<file path="config.mk">
export PLATFORM = sky130hd
export DESIGN_NAME = fifo_stream_reader_flat
export DESIGN_NICKNAME = d
export VERILOG_FILES = /design/src/rtl/fifo_stream_reader_if.sv /design/src/rtl/fifo_stream_reader.sv /design/src/flat_wrapper.sv
export SDC_FILE = /design/constraint.sdc
export NUM_CORES = 1
export LEC_CHECK = 0
export ABC_CLOCK_PERIOD_IN_PS = 1500
export CAP_MARGIN = 10
export CORE_MARGIN = 4
export CORE_UTILIZATION = 25
export CTS_CLUSTER_SIZE = 8
export DETAILED_ROUTE_END_ITERATION = 7
export SLEW_MARGIN = 20
export SYNTH_ARGS = -nofsm -noshare
export SYNTH_HDL_FRONTEND = slang
export SYNTH_SLANG_ARGS = --single-unit
</file>
<file path="constraint.sdc">
create_clock -name clk -period 1.5 [get_ports clk]
set_input_delay 0.225 -clock clk [delete_from_list [all_inputs] [get_ports clk]]
set_output_delay 0.225 -clock clk [all_outputs]
set_load 0.01 [all_outputs]
</file>
<file path="src/rtl/fifo_stream_reader_if.sv">
// fifo_stream_reader_if
// Output stream bundle of fifo_stream_reader (valid/ready with last marker).
//   outData   stream data word
//   outValid  word present on outData
//   outReady  consumer accepts the word on this edge
//   outLast   final word of a burst
// master: the reader (drives data/valid/last); slave: the consumer (drives ready).
interface fifo_stream_reader_if #(
    parameter int bW = 8
);
    logic [bW-1:0] outData;
    logic          outValid;
    logic          outReady;
    logic          outLast;

    modport master (output outData, output outValid, output outLast, input outReady);
    modport slave  (input outData, input outValid, input outLast, output outReady);
endinterface

</file>
<file path="src/rtl/fifo_stream_reader.sv">
// fifo_stream_reader
// Drains the pop side of a fifo and re-presents its words as a valid/ready
// stream through a 2-entry skid buffer (head + skid), so fifoPop depends only
// on registered state, run, fifoEmpty and rst -- never on outReady.
// Every burstLen-th accepted word is flagged with outLast.
// Ports:
//   clk        clock, all state on rising edge
//   rst        synchronous reset, active low
//   run        1 = popping enabled; 0 = no new pops, buffered words still drain
//   fifoData   oldest fifo word (valid while !fifoEmpty)
//   fifoEmpty  fifo empty flag
//   fifoPop    pop strobe to the fifo
//   strm       output stream (fifo_stream_reader_if.master)
//   beatCnt    words accepted so far in the current burst
//   outParity  even parity of outData (only with READER_PARITY_EN)
// Build option: define READER_PARITY_EN to add the registered outParity output.
module fifo_stream_reader #(
    parameter int bW       = 8,
    parameter int burstLen = 4,
    parameter int bcW      = $clog2(burstLen + 1)
) (
    input  logic                  clk,
    input  logic                  rst,
    input  logic                  run,
    input  logic [bW-1:0]         fifoData,
    input  logic                  fifoEmpty,
    output logic                  fifoPop,
    fifo_stream_reader_if.master  strm,
    output logic [bcW-1:0]        beatCnt
`ifdef READER_PARITY_EN
    ,
    output logic                  outParity
`endif
);

    // state value equals buffer occupancy
    localparam logic [1:0] EMPTY = 2'd0;
    localparam logic [1:0] ONE   = 2'd1;
    localparam logic [1:0] TWO   = 2'd2;

    localparam logic [bcW-1:0] LASTBEAT = bcW'(burstLen - 1);

    logic [1:0]    state, state_nxt;
    logic [bW-1:0] head, skid, head_in;
    logic          load_head, load_skid;
    logic          accept;

    assign fifoPop       = run && !fifoEmpty && (state != TWO) && rst;
    assign strm.outValid = (state != EMPTY);
    assign strm.outData  = head;
    assign strm.outLast  = strm.outValid && (beatCnt == LASTBEAT);
    assign accept        = strm.outValid && strm.outReady;

    // Head always holds the oldest word. A pop fills head when it is empty or
    // being vacated by an accept; otherwise it lands in skid.
    always_comb begin
        state_nxt = state;
        load_head = 1'b0;
        load_skid = 1'b0;
        head_in   = fifoData;
        case (state)
            EMPTY: begin
                if (fifoPop) begin
                    load_head = 1'b1;
                    state_nxt = ONE;
                end
            end
            ONE: begin
                if (fifoPop && accept) begin
                    load_head = 1'b1;
                end else if (fifoPop) begin
                    load_skid = 1'b1;
                    state_nxt = TWO;
                end else if (accept) begin
                    state_nxt = EMPTY;
                end
            end
            TWO: begin
                if (accept) begin
                    head_in   = skid;
                    load_head = 1'b1;
                    state_nxt = ONE;
                end
            end
            default: state_nxt = EMPTY;
        endcase
    end

    always_ff @(posedge clk) begin
        if (!rst) begin
            state   <= EMPTY;
            head    <= '0;
            skid    <= '0;
            beatCnt <= '0;
`ifdef READER_PARITY_EN
            outParity <= 1'b0;
`endif
        end else begin
            state <= state_nxt;
            if (load_head) begin
                head <= head_in;
`ifdef READER_PARITY_EN
                outParity <= ^head_in;
`endif
            end
            if (load_skid)
                skid <= fifoData;
            if (accept)
                beatCnt <= (beatCnt == LASTBEAT) ? '0 : beatCnt + bcW'(1);
        end
    end

endmodule

</file>
<file path="src/flat_wrapper.sv">
// flat-port wrapper written by rule: the top's interface ports become plain ports
module fifo_stream_reader_flat 
#(
    parameter int bW       = 8,
    parameter int burstLen = 4,
    parameter int bcW      = $clog2(burstLen + 1)
)
  (clk, rst, run, fifoData, fifoEmpty, fifoPop, beatCnt, strm_outData, strm_outValid, strm_outLast, strm_outReady);
  fifo_stream_reader_if #(.bW(bW)) strm_i ();
  input  logic clk;
  input  logic rst;
  input  logic run;
  input  logic [bW-1:0] fifoData;
  input  logic fifoEmpty;
  output logic fifoPop;
  output logic [bcW-1:0] beatCnt;
  output wire logic [$bits(strm_i.outData)-1:0] strm_outData;
  output wire logic [$bits(strm_i.outValid)-1:0] strm_outValid;
  output wire logic [$bits(strm_i.outLast)-1:0] strm_outLast;
  input wire logic [$bits(strm_i.outReady)-1:0] strm_outReady;
  assign strm_outData = strm_i.outData;
  assign strm_outValid = strm_i.outValid;
  assign strm_outLast = strm_i.outLast;
  assign strm_i.outReady = strm_outReady;
  fifo_stream_reader #(.bW(bW), .burstLen(burstLen), .bcW(bcW)) u_core (.clk(clk), .rst(rst), .run(run), .fifoData(fifoData), .fifoEmpty(fifoEmpty), .fifoPop(fifoPop), .strm(strm_i), .beatCnt(beatCnt));
endmodule
</file>
-- Word level (Yosys, flattened, before mapping)
Index checks and enable logic that the tools add are counted.
- equal/unequal tests: 8
- reduce and logical (&&, ||, !) cells: 10
- div/mod/pow operators: 0
- $lt $le $gt $ge: 0
- shifts and indexed selects: 0
- bitwise gates (word level): 0
- mux-type cells: 15
- $add $sub $neg: 1
- multipliers: 0
- operators by type and width (kind ; number):
    $mux W8 ; 2
    $mux W2 ; 5
    $logic_and A1 B1 Y1 ; 6
    $pmux W2 S3 ; 1
    $mux W1 ; 5
    $ne A2 B1 Y1 const B ; 2
    $ne A2 B2 Y1 const B ; 2
    $reduce_and A4 Y1 ; 1
    $add A3 B1 Y3 const B ; 1
    $eq A3 B2 Y1 const B ; 1
    $mux W3 ; 1
    $ne A3 B1 Y1 const B ; 1
    $pmux W1 S3 ; 1
    $eq A2 B1 Y1 const B ; 1
    $eq A2 B2 Y1 const B ; 1
    $logic_not A2 Y1 ; 1
    $reduce_bool A2 Y1 ; 1
    $logic_not A1 Y1 ; 1
- memories: 0
- latch bits: 0
- register bits after elaboration: 21
- output and inout bits: 14
- bits in read-only memories: 0
- bits of input ports: 13
- memory bits (writable): 0
- word-level logic and storage cells: 38

-- Longest topological paths before layout
- depth after elaboration: 7
- gate-level depth with buffers: 5

-- Worst setup path before layout
Ideal clock, no wire load.
- path kind: register to register
- start point: register u_core.state[1]
- end point: register u_core.head[0] (netlist: u_core.strm.outData[0])
- cell stages (with the launch flop): 6
- path slack: 0.199 ns
- setup time: 0.124 ns
- buffers on the path: 1
- clock period less this slack: 1.301 ns
- arrival: 1.177 ns
- cell sequence: dfxtp_1 nand4bb_2 nor2_2 or2_1 buf_4 a21oi_1
- word-level cells in the longest chain between the ends: 6
- elaborated cells between the ends (all ways): 15
- RTL lines (what ; line ; text):
    start, declared ; fifo_stream_reader.sv:43 ; logic [1:0] state, state_nxt;
    start signal, assigned ; fifo_stream_reader.sv:99 ; state <= state_nxt;
    $ne A2 B2 Y1 ; fifo_stream_reader.sv:48 ; assign fifoPop = run && !fifoEmpty && (state != TWO) && rst;
    $logic_and A1 B1 Y1 (2 in series) ; fifo_stream_reader.sv:48 ;
    $logic_and A1 B1 Y1 ; fifo_stream_reader.sv:69 ; if (fifoPop && accept) begin
    $mux W1 ; fifo_stream_reader.sv:69 ;
    $pmux W1 S3 ; fifo_stream_reader.sv:61 ; case (state)
    end signal, assigned ; fifo_stream_reader.sv:101 ; head <= head_in;
    end, declared ; fifo_stream_reader.sv:44 ; logic [bW-1:0] head, skid, head_in;
Several ways; a longest one is shown, not always the timed one.
A chain may end at the register's enable or synchronous reset.

-- Final worst setup path
- start point: register u_core.beatCnt[2]
- end point: output port beatCnt[2]
- RTL lines (what ; line ; text):
    start, declared ; fifo_stream_reader.sv:29 ; output logic [bcW-1:0] beatCnt
    start signal, assigned ; fifo_stream_reader.sv:109 ; beatCnt <= (beatCnt == LASTBEAT) ? '0 : beatCnt + bcW'(1);
    end, declared ; flat_wrapper.sv:16 ; output logic [bcW-1:0] beatCnt;
No word-level cell between the ends.

==> impl_metrics.py <==
metrics = {
    "timing": {
        "slew-limit-headroom_pct": 74.6,
        "post-route-period-util_pct": 94.6,
        "timing_worst_slew_pin_value_ns": 0.378,
        "fmax_mhz": 704,
        "finalHoldViolCount": 0,
        "finalWorstSetupSlack_ns": 0.0806,
        "timing.final.max_slew_violations": 0,
        "timing.clock.skew_ns": 0.000430,
        "finalWorstPathRequiredPeriod_ns": 1.42,
        "worst_hold_slack_ns": 0.479,
        "final-setup-viol-count": 0,
    },
    "power": {
        "power_mw": 1.17,
        "power_density_mw_per_mm2": 796,
        "ir_worst_vdd_mv": 0.360,
        "power.static_leakage_nw": 0.716,
    },
    "detailed_routing": {
        "total_number_of_vias": 846,
        "route.antenna.remaining_nets": 0,
        "route.final.wire_length_mm": 2.26,
        "highest_layer": "met4",
        "post_drt_wl_per_cell_um": 12.0,
        "wl_met2_mm": 1.02,
        "detailedRoute.firstPassIterationCount": 4,
        "initialDrtViolationCount": 57,
        "drt-met1-wl_mm": 1.13,
        "met3_wirelength_um": 87,
        "drt-vias-per-instance": 4.48,
        "post-route-drc-count": 0,
    },
    "place": {
        "dp_hpwl_mm": 1.63,
        "placed_cells_incl_taps": 183,
        "pre_cts_slack_ns": -0.315,
        "routabilityCongestion": 0.729,
        "place.port_buffers": 26,
    },
    "die": {
        "die_width_um": 70.8,
        "initial_utilization_pct": 26.3,
        "core.rowCount": 22,
        "core-area_mm2": 0.00374,
        "die_area_mm2": 0.00501,
        "die_h_um": 70.8,
        "num_io_pins": 27,
    },
    "logic_synthesis": {
        "synth-seq-area-share_pct": 42.6,
        "syn-instance-count": 99,
        "syn-num-nets": 113,
        "synth.distinct_cells": 24,
        "yosys_warnings": 0,
        "ys_top_cells_by_area": "dfxtp_1 43%, mux2i_1 17%, nor2b_1 8.2%",
        "syn_area_um2": 986,
        "ys_ff_latch": 21,
        "synthesis.area_per_instance_um2": 9.96,
        "synth_top_area_share_pct": 42.6,
        "netlist.top_cell.by_area": "dfxtp_1",
    },
    "final_layout": {
        "most_common_library_cell_in_the_layout_ignoring_fill_and_taps": "clkdlybuf4s50_1",
        "register_area_um2": 424,
        "final.fill_count": 393,
        "layout.cells.most_common_list": "22 x clkdlybuf4s50_1, 20 x dfxtp_1, 17 x mux2i_1",
        "diodes": 0,
        "final_util_pct": 39.4,
        "fraction_of_layout_instances_using_a_drive_strength_above_1_pct": 21.3,
        "synthToLayoutAreaGrowth_pct": 49.7,
        "design.final.nets": 156,
        "post_layout_nonfiller_instances": 189,
        "multi_input_area_um2": 552,
    },
    "hold_path": {
        "worstHoldPathType": "reg -> reg",
        "holdCritStartpoint": "u_core.beatCnt[2]",
    },
    "setup_path": {
        "critical_path.slowest_cell": "clkdlybuf4s50_1",
        "start_kind": "flip-flop",
        "endpoint_kind": "output port",
        "critical_path_class": "reg -> out",
        "crit_path_end": "beatCnt[2]",
        "max_stage_delay_ns": 0.55,
        "ff2ff_setup_slack_ns": 0.11,
        "crit_arrival_ns": 1.19,
        "cp.depth": 1,
        "cp.buffers_inverters": 1,
        "crit_family": "buffers and inverters",
        "timing.critical_path.cells": "clkdlybuf4s50_1",
        "r2r_cells": 6,
        "worst-endpoint-required_ns": 1.27,
        "crit_path_max_fanout": 4,
        "critical_path.reg2reg.startpoint": "u_core.state[1]",
        "critical_path.startpoint": "u_core.beatCnt[2]",
        "worstReg2RegEnd": "u_core.strm.outData[0]",
    },
    "clock_tree": {
        "clkLatencyLatePin_ns": 0.26,
        "clkSlewWorstSetupHoldPaths_ns": 0.08,
        "cts_made_buffers": 3,
        "h-tree-depth": 1,
        "number_of_hold_buffers_added_after_cts": 0,
        "cts_root_buffer": "clkbuf_8",
        "clock_tree.buffer_depth": 2,
        "cts.sinks": 21,
        "clock_tree_from_tritoncts": "yes",
    },
    "outcome": {
        "outcome": "finished, final reports clean",
    },
    "flow_run": {
        "max_cap_viol_count": 0,
    },
    "grt": {
        "grt_pass1_wl_mm": 3.91,
        "grt_overflow": 0,
        "grt_antenna_before_repair": 0,
        "groute.usage.overall_pct": 9.60,
        "grt_max_degree": 23,
        "vias_in_the_first_global_route": 884,
    },
}
==> cells by family (layout without fill, tap and decap cells) <==
| kind of cell | count (synthesis) | after routing | synth area share, % |
|---|---|---|---|
| AOI/OAI and AO/OA | 24 | 24 | 15.7 |
| muxes | 17 | 17 | 17.3 |
| DFF | 21 | 21 | 42.6 |
| adders and majority gates | 1 | 1 | 1.27 |
| buffers and inverters | 5 | 47 | 2.66 |
| and+or+nand+nor | 31 | 31 | 20.4 |
==> worst min-delay path: stages, from the launching register on <==
cell and delay, ns:
dfxtp_1 0.34, nand2_1 0.06, a31oi_1 0.03
==> worst min-delay path by stage <==
stage / to / slack, ns / cells after the start
6_report: u_core.beatCnt[2] / 0.48 / 2
5_1_grt: u_core.beatCnt[2] / 0.53 / 2
4_1_cts: u_core.beatCnt[2] / 0.48 / 2
3_5_place_dp: u_core.beatCnt[2] / 0.47 / 2
3_3_place_gp: u_core.beatCnt[2] / 0.46 / 2
2_1_floorplan: u_core.beatCnt[2] / 0.33 / 1
==> power breakdown <==
part / switching (mW) / total (mW) / internal, mW
Combinational: 0.0878 / 0.214 / 0.126
Clock: 0.185 / 0.370 / 0.185
Sequential: 0.0130 / 0.591 / 0.578
==> per-layer routing <==
metal	GRT usage, %	up-vias
li1	-	437
met1	12.9	389
met2	14.7	18
met3	1.99	2
met4	4.38	0
met5	0	-
==> cell type report <==
class	instances	share of cell area (%)
clock buffer	3	2.80
clock inverter	1	0.339
inverter	1	0.254
multi-input combinational	73	37.4
sequential	21	28.7
tap	48	4.07
timing repair buffer	42	26.4
==> synthesized netlist by cell type <==
cell / count
a21oi_1: 12
a21oi_4: 1
a31oi_1: 1
and3_1: 1
buf_4: 2
clkbuf_1: 2
dfxtp_1: 21
ha_1: 1
inv_1: 1
mux2i_1: 17
nand2_1: 6
nand2b_1: 2
nand3b_1: 1
nand4_4: 1
nand4bb_2: 1
nor2_1: 1
nor2_2: 1
nor2b_1: 13
nor3_1: 1
o21a_1: 1
o21ai_0: 1
o31ai_1: 8
or2_1: 2
or2_2: 1
==> per-stage QoR <==
step	TNS, ns	cell area [µm²]
after floorplan	0	986
after global placement	-2.38	1400
after detailed placement	-3.21	1400
after CTS	0	1470
after global routing	-0.00118	1480
final	0	1480
==> repair_timing <==
item | in CTS | in global routing
pin swaps | 0 | 1
setup buffers | 2 | 0
endpoints found under the setup margin | 3 | 10
gates resized for setup | 10 | 4
==> flip-flops by register name, summed over array words and instances, names as in the netlist <==
name / count
u_core.strm.outData: 8
u_core.state: 2
u_core.beatCnt: 3
u_core.skid: 8
No activity file was read; power rests on OpenSTA's default activity.
